File: src/rtl/fft_mag_arbiter.sv
// Two-channel round-robin front end for a shared magnitude-squared unit.
// Issued bins are tagged {channel, bin}; results are re-tagged in issue order.
module fft_mag_arbiter #(
    parameter int W         = 16,
    parameter int N_BINS    = 256,
    parameter int TAG_DEPTH = 4,
    localparam int BW       = $clog2(N_BINS)
) (
    input  logic                clk,
    input  logic                reset,
    input  logic [1:0]          ch_valid,
    output logic [1:0]          ch_ready,
    input  logic signed [W-1:0] ch0_real,
    input  logic signed [W-1:0] ch0_imag,
    input  logic signed [W-1:0] ch1_real,
    input  logic signed [W-1:0] ch1_imag,
    output logic                fft_valid,
    output logic signed [W-1:0] fft_real,
    output logic signed [W-1:0] fft_imag,
    input  logic [2*W:0]        mag_sq,
    input  logic                mag_valid,
    output logic                out_valid,
    output logic [2*W:0]        out_mag,
    output logic                out_ch,
    output logic [BW-1:0]       out_bin,
    output logic                out_last,
    output logic                err_orphan
);
    localparam int PW = (TAG_DEPTH > 1) ? $clog2(TAG_DEPTH) : 1;
    localparam int CW = $clog2(TAG_DEPTH + 1);

    logic                  prio_q, prio_d;
    logic [1:0][BW-1:0]    bin_q;
    logic [PW-1:0]         wr_ptr_q, wr_ptr_d, rd_ptr_q, rd_ptr_d;
    logic [CW-1:0]         cnt_q, cnt_d;
    logic [BW:0]           tag_mem [TAG_DEPTH];
    logic [BW:0]           head_tag;
    logic                  fft_valid_q, out_valid_q, out_ch_q, out_last_q, err_q;
    logic signed [W-1:0]   fft_real_q, fft_imag_q;
    logic [2*W:0]          out_mag_q;
    logic [BW-1:0]         out_bin_q;
    logic [1:0]            gnt;
    logic                  full, empty, xfer, gnt_ch, pop;

    function automatic logic [PW-1:0] ptr_inc(input logic [PW-1:0] p);
        return (p == PW'(TAG_DEPTH - 1)) ? '0 : p + 1'b1;
    endfunction

    assign full     = (cnt_q == CW'(TAG_DEPTH));
    assign empty    = (cnt_q == '0);
    assign xfer     = |gnt;
    assign gnt_ch   = gnt[1];
    assign pop      = mag_valid && !empty;
    assign head_tag = tag_mem[rd_ptr_q];

    // Full is judged on the registered count: a same-cycle pop earns no credit.
    always_comb begin
        gnt = 2'b00;
        if (!reset && !full) begin
            if (ch_valid == 2'b11) gnt = prio_q ? 2'b10 : 2'b01;
            else                   gnt = ch_valid;
        end
    end

    always_comb begin
        prio_d   = prio_q;
        wr_ptr_d = wr_ptr_q;
        rd_ptr_d = rd_ptr_q;
        cnt_d    = cnt_q + CW'(xfer) - CW'(pop);
        if (xfer) begin
            prio_d   = ~gnt_ch;
            wr_ptr_d = ptr_inc(wr_ptr_q);
        end
        if (pop) rd_ptr_d = ptr_inc(rd_ptr_q);
    end

    always_ff @(posedge clk or posedge reset) begin
        if (reset) begin
            prio_q      <= 1'b0;
            bin_q       <= '0;
            wr_ptr_q    <= '0;
            rd_ptr_q    <= '0;
            cnt_q       <= '0;
            fft_valid_q <= 1'b0;
            fft_real_q  <= '0;
            fft_imag_q  <= '0;
            out_valid_q <= 1'b0;
            out_mag_q   <= '0;
            out_ch_q    <= 1'b0;
            out_bin_q   <= '0;
            out_last_q  <= 1'b0;
            err_q       <= 1'b0;
        end else begin
            prio_q      <= prio_d;
            wr_ptr_q    <= wr_ptr_d;
            rd_ptr_q    <= rd_ptr_d;
            cnt_q       <= cnt_d;
            fft_valid_q <= xfer;
            out_valid_q <= pop;
            if (xfer) begin
                fft_real_q    <= gnt_ch ? ch1_real : ch0_real;
                fft_imag_q    <= gnt_ch ? ch1_imag : ch0_imag;
                bin_q[gnt_ch] <= bin_q[gnt_ch] + 1'b1;  // N_BINS is a power of two
            end
            if (pop) begin
                out_mag_q  <= mag_sq;
                out_ch_q   <= head_tag[BW];
                out_bin_q  <= head_tag[BW-1:0];
                out_last_q <= &head_tag[BW-1:0];
            end
            if (mag_valid && empty) err_q <= 1'b1;
        end
    end

    // Tag storage needs no reset: entries are only read behind a valid count.
    always_ff @(posedge clk) begin
        if (xfer) tag_mem[wr_ptr_q] <= {gnt_ch, bin_q[gnt_ch]};
    end

    assign ch_ready   = gnt;
    assign fft_valid  = fft_valid_q;
    assign fft_real   = fft_real_q;
    assign fft_imag   = fft_imag_q;
    assign out_valid  = out_valid_q;
    assign out_mag    = out_mag_q;
    assign out_ch     = out_ch_q;
    assign out_bin    = out_bin_q;
    assign out_last   = out_last_q;
    assign err_orphan = err_q;

endmodule

File: config.mk
export PLATFORM = sky130hd
export DESIGN_NAME = fft_mag_arbiter
export DESIGN_NICKNAME = d
export VERILOG_FILES = /design/src/rtl/fft_mag_arbiter.sv
export SDC_FILE = /design/constraint.sdc
export NUM_CORES = 1
export LEC_CHECK = 0
export BUFFER_PORTS_ARGS = -buffer_cell sky130_fd_sc_hd__buf_2
export CAP_MARGIN = 10
export CELL_PAD_IN_SITES_DETAIL_PLACEMENT = 0
export CELL_PAD_IN_SITES_GLOBAL_PLACEMENT = 1
export CORE_MARGIN = 5
export CORE_UTILIZATION = 40
export DETAILED_ROUTE_END_ITERATION = 7
export GPL_TIMING_DRIVEN = 0
export PLACE_DENSITY_LB_ADDON = 0.1
export SLEW_MARGIN = 5
export SYNTH_ARGS = -nofsm -noshare
export SYNTH_HDL_FRONTEND = slang
export SYNTH_SLANG_ARGS = --single-unit
File: constraint.sdc
create_clock -name clk -period 9.85 [get_ports clk]
set_input_delay 0.985 -clock clk [delete_from_list [all_inputs] [get_ports clk]]
set_output_delay 0.985 -clock clk [all_outputs]
set_load 0.1 [all_outputs]
==> flow_summary_export.csv <==
group,metric,value,unit
status,status,"complete, no violations",
synthesis,synth_area_leaders,"dfrtp_1 (44%), edfxtp_1 (19%), nand2_1 (13%)",
synthesis,yosys_register_bits,138,
setup_path,critical_path_class,"primary input to primary output",
clocking,hold_buffers,0,
synthesis,netlist.area_leader.share,0.439,
setup_path,r2r_end,"cnt_q[2]",
sta,finalSetupViolations,0,
clocking,cts.sinks,138,
sta,worst_slack,5.77,ns
clocking,clock_latency,0.41,ns
floorplanning,ios,182,
synthesis,synth_cells,548,
place,dpl.hpwl,10500,µm
floorplanning,rows,44,
synthesis,synth_edf_count,36,
clocking,cts_inserted_buffers,17,
routing,routedWlPerCell,15.1,µm
finish,fillerInstances,1320,
finish,finalNetCount,860,
global_routing,track_usage,0.173,
floorplanning,core_area,14400,µm²
sta,timing.final.hold_violations,0,
setup_path,worst_r2r_path_depth,12,
clocking,cts_root_buf,"clkbuf_16",
synthesis,netlist_area,5810,µm²
place,gp_congestion,0.786,
finish,synthToLayoutAreaGrowth,30.7,%
routing,drt-pass1-iter-count,4,
finish,post-route-util,0.529,
routing,drt_iter0_markers,150,
floorplanning,dieHeight,131,µm
setup_path,worst_ep_arrival_time,3.10,ns
min_path,min_path_type,"flop to flop",
sta,rsz0062_at_grt,"no",
synthesis,synthArstFlopShare,0.739,
setup_path,worst-r2r-setup-slack,6.92,ns
finish,final_cell_mix,"nand2_1 (206), buf_2 (201), dfrtp_1 (102)",
routing,vias_per_cell,4.80,
global_routing,overflow,0,
sta,worst_slew_pin_slew,0.596,ns
finish,final_common_cell,"nand2_1",
sta,fin_hold_ws,0.451,ns
clocking,cts_setup_buffers,0,
clocking,cts_resized,0,
routing,drc,0,
global_routing,grt_pass1_vias,4694,
sta,final.min_clock_period,4.08,ns
sta,drv_slew,0,
synthesis,synth_cell_types,39,
setup_path,startpoint_type,"primary input",
sta,setup_tns,0,ns
place,post-place-ws,5.62,ns
global_routing,grt_max_degree,62,
setup_path,r2r_start,"cnt_q[1]",
clocking,tritoncts,"yes",
clocking,clk_path_buf_depth,2,
job,maxCapViolations,0,
synthesis,ys_seq_area_frac,0.625,
synthesis,syn_area_per_cell,10.6,µm²
routing,drt_wl_total,14300,µm
setup_path,cp-end-kind,"primary output",
floorplanning,die-area,17000,µm²
min_path,hp-start,"err_orphan",
synthesis,syn_nets,659,
clocking,h-tree-depth,4,
synthesis,yosys_warnings,0,
setup_path,crit_fanout,61,
floorplanning,start_util,0.405,
min_path,hold_depth,1,
routing,vias,4544,
finish,layout-drive-gt1-share,0.336,
floorplanning,fp.dieW,131,µm
routing,final_antenna_net_count,0,
sta,fin_crit_sh,0.414,
clocking,clkTransAtPathRegs,0.06,ns
sta,finClkSkew,0.00555,ns
min_path,hold_path_end,"err_orphan",
place,port_buffers,181,
synthesis,synth_ff_type,"dfrtp_1",
setup_path,required,8.87,ns
global_routing,grt_pass1_wl,22900,µm
synthesis,yosys.area.top_type,"dfrtp_1",
sta,fmax,0.245,GHz
sta,slew_headroom,0.603,
global_routing,antenna_found_initial,0,
worst max path at each step:
stage                     startpoint          end  slack [ns]
final                          reset  ch_ready[1]        5.77
after global routing           reset  ch_ready[1]        5.47
after CTS                      reset  ch_ready[1]        5.62
after detailed placement       reset  ch_ready[1]        5.62
after global placement         reset  ch_ready[1]        3.09
after floorplan                reset     bin_q[4]        4.37
registers in the layout, summed over array words and instances, names as in the netlist:
| name | flops |
|---|---|
| fft_real | 16 |
| fft_valid | 1 |
| err_orphan | 1 |
| out_ch | 1 |
| cnt_q | 3 |
| out_mag | 33 |
| prio_q | 1 |
| bin_q | 16 |
| out_last | 1 |
| fft_imag | 16 |
| wr_ptr_q | 2 |
| tag_mem | 36 |
| out_valid | 1 |
| rd_ptr_q | 2 |
| out_bin | 8 |
cells in the mapped netlist, drive strengths merged, types with 8 or more instances:
cell type	instances
o21ai	8
mux4	9
inv	12
ha	8
nand3	9
xnor2	11
nor2	36
dfrtp	102
edfxtp	36
mux2	8
nand2	206
a31oi	32
buf	24
metrics by stage:
step / cells / cell area, µm²
after global routing: 946 / 7590
final: 947 / 7600
after CTS: 946 / 7590
after global placement: 913 / 6950
after detailed placement: 914 / 6980
after floorplan: 548 / 5810
worst max-delay path, cell delays in order:
cell and delay, ns:
buf_2 0.12, inv_4 0.41, buf_16 0.34, nand4_2 0.19
buf_6 0.18, inv_2 0.10, buf_2 0.28, buf_2 0.48
final cells by class:
class	instances	area [µm²]	share of cell area
clock buffers	18	439	0.0578
well taps	184	230	0.0303
multi-input cells	368	1970	0.260
repair buffers	182	933	0.123
flip-flops and latches	138	3630	0.478
clock inverters	14	176	0.0232
plain buffers	30	160	0.0211
inverters	12	47.5	0.00626
diodes	1	2.50	0.000329
kinds of logic (layout without fill, tap and decap cells):
family,Yosys count,after routing,share of synthesized area
AOI/OAI and AO/OA,56,56,0.0607
xor gates and xnor gates,12,12,0.0181
adders and majority gates,9,9,0.0207
buffers and inverters,42,256,0.0353
DFF,138,138,0.625
muxes,17,17,0.0504
other,0,1,0
and+or+nand+nor,274,274,0.190
routing by layer:
layer / vias to the layer above / GRT usage / routed length, µm
li1: 2245 / - / -
met1: 2128 / 0.214 / 6000
met2: 152 / 0.285 / 6990
met3: 19 / 0.0492 / 1060
met4: 0 / 0.0708 / 245
met5: - / 0 / 0
Power is not shown: default switching activity piles up to over one toggle a cycle in this logic, so the estimate is an artifact.
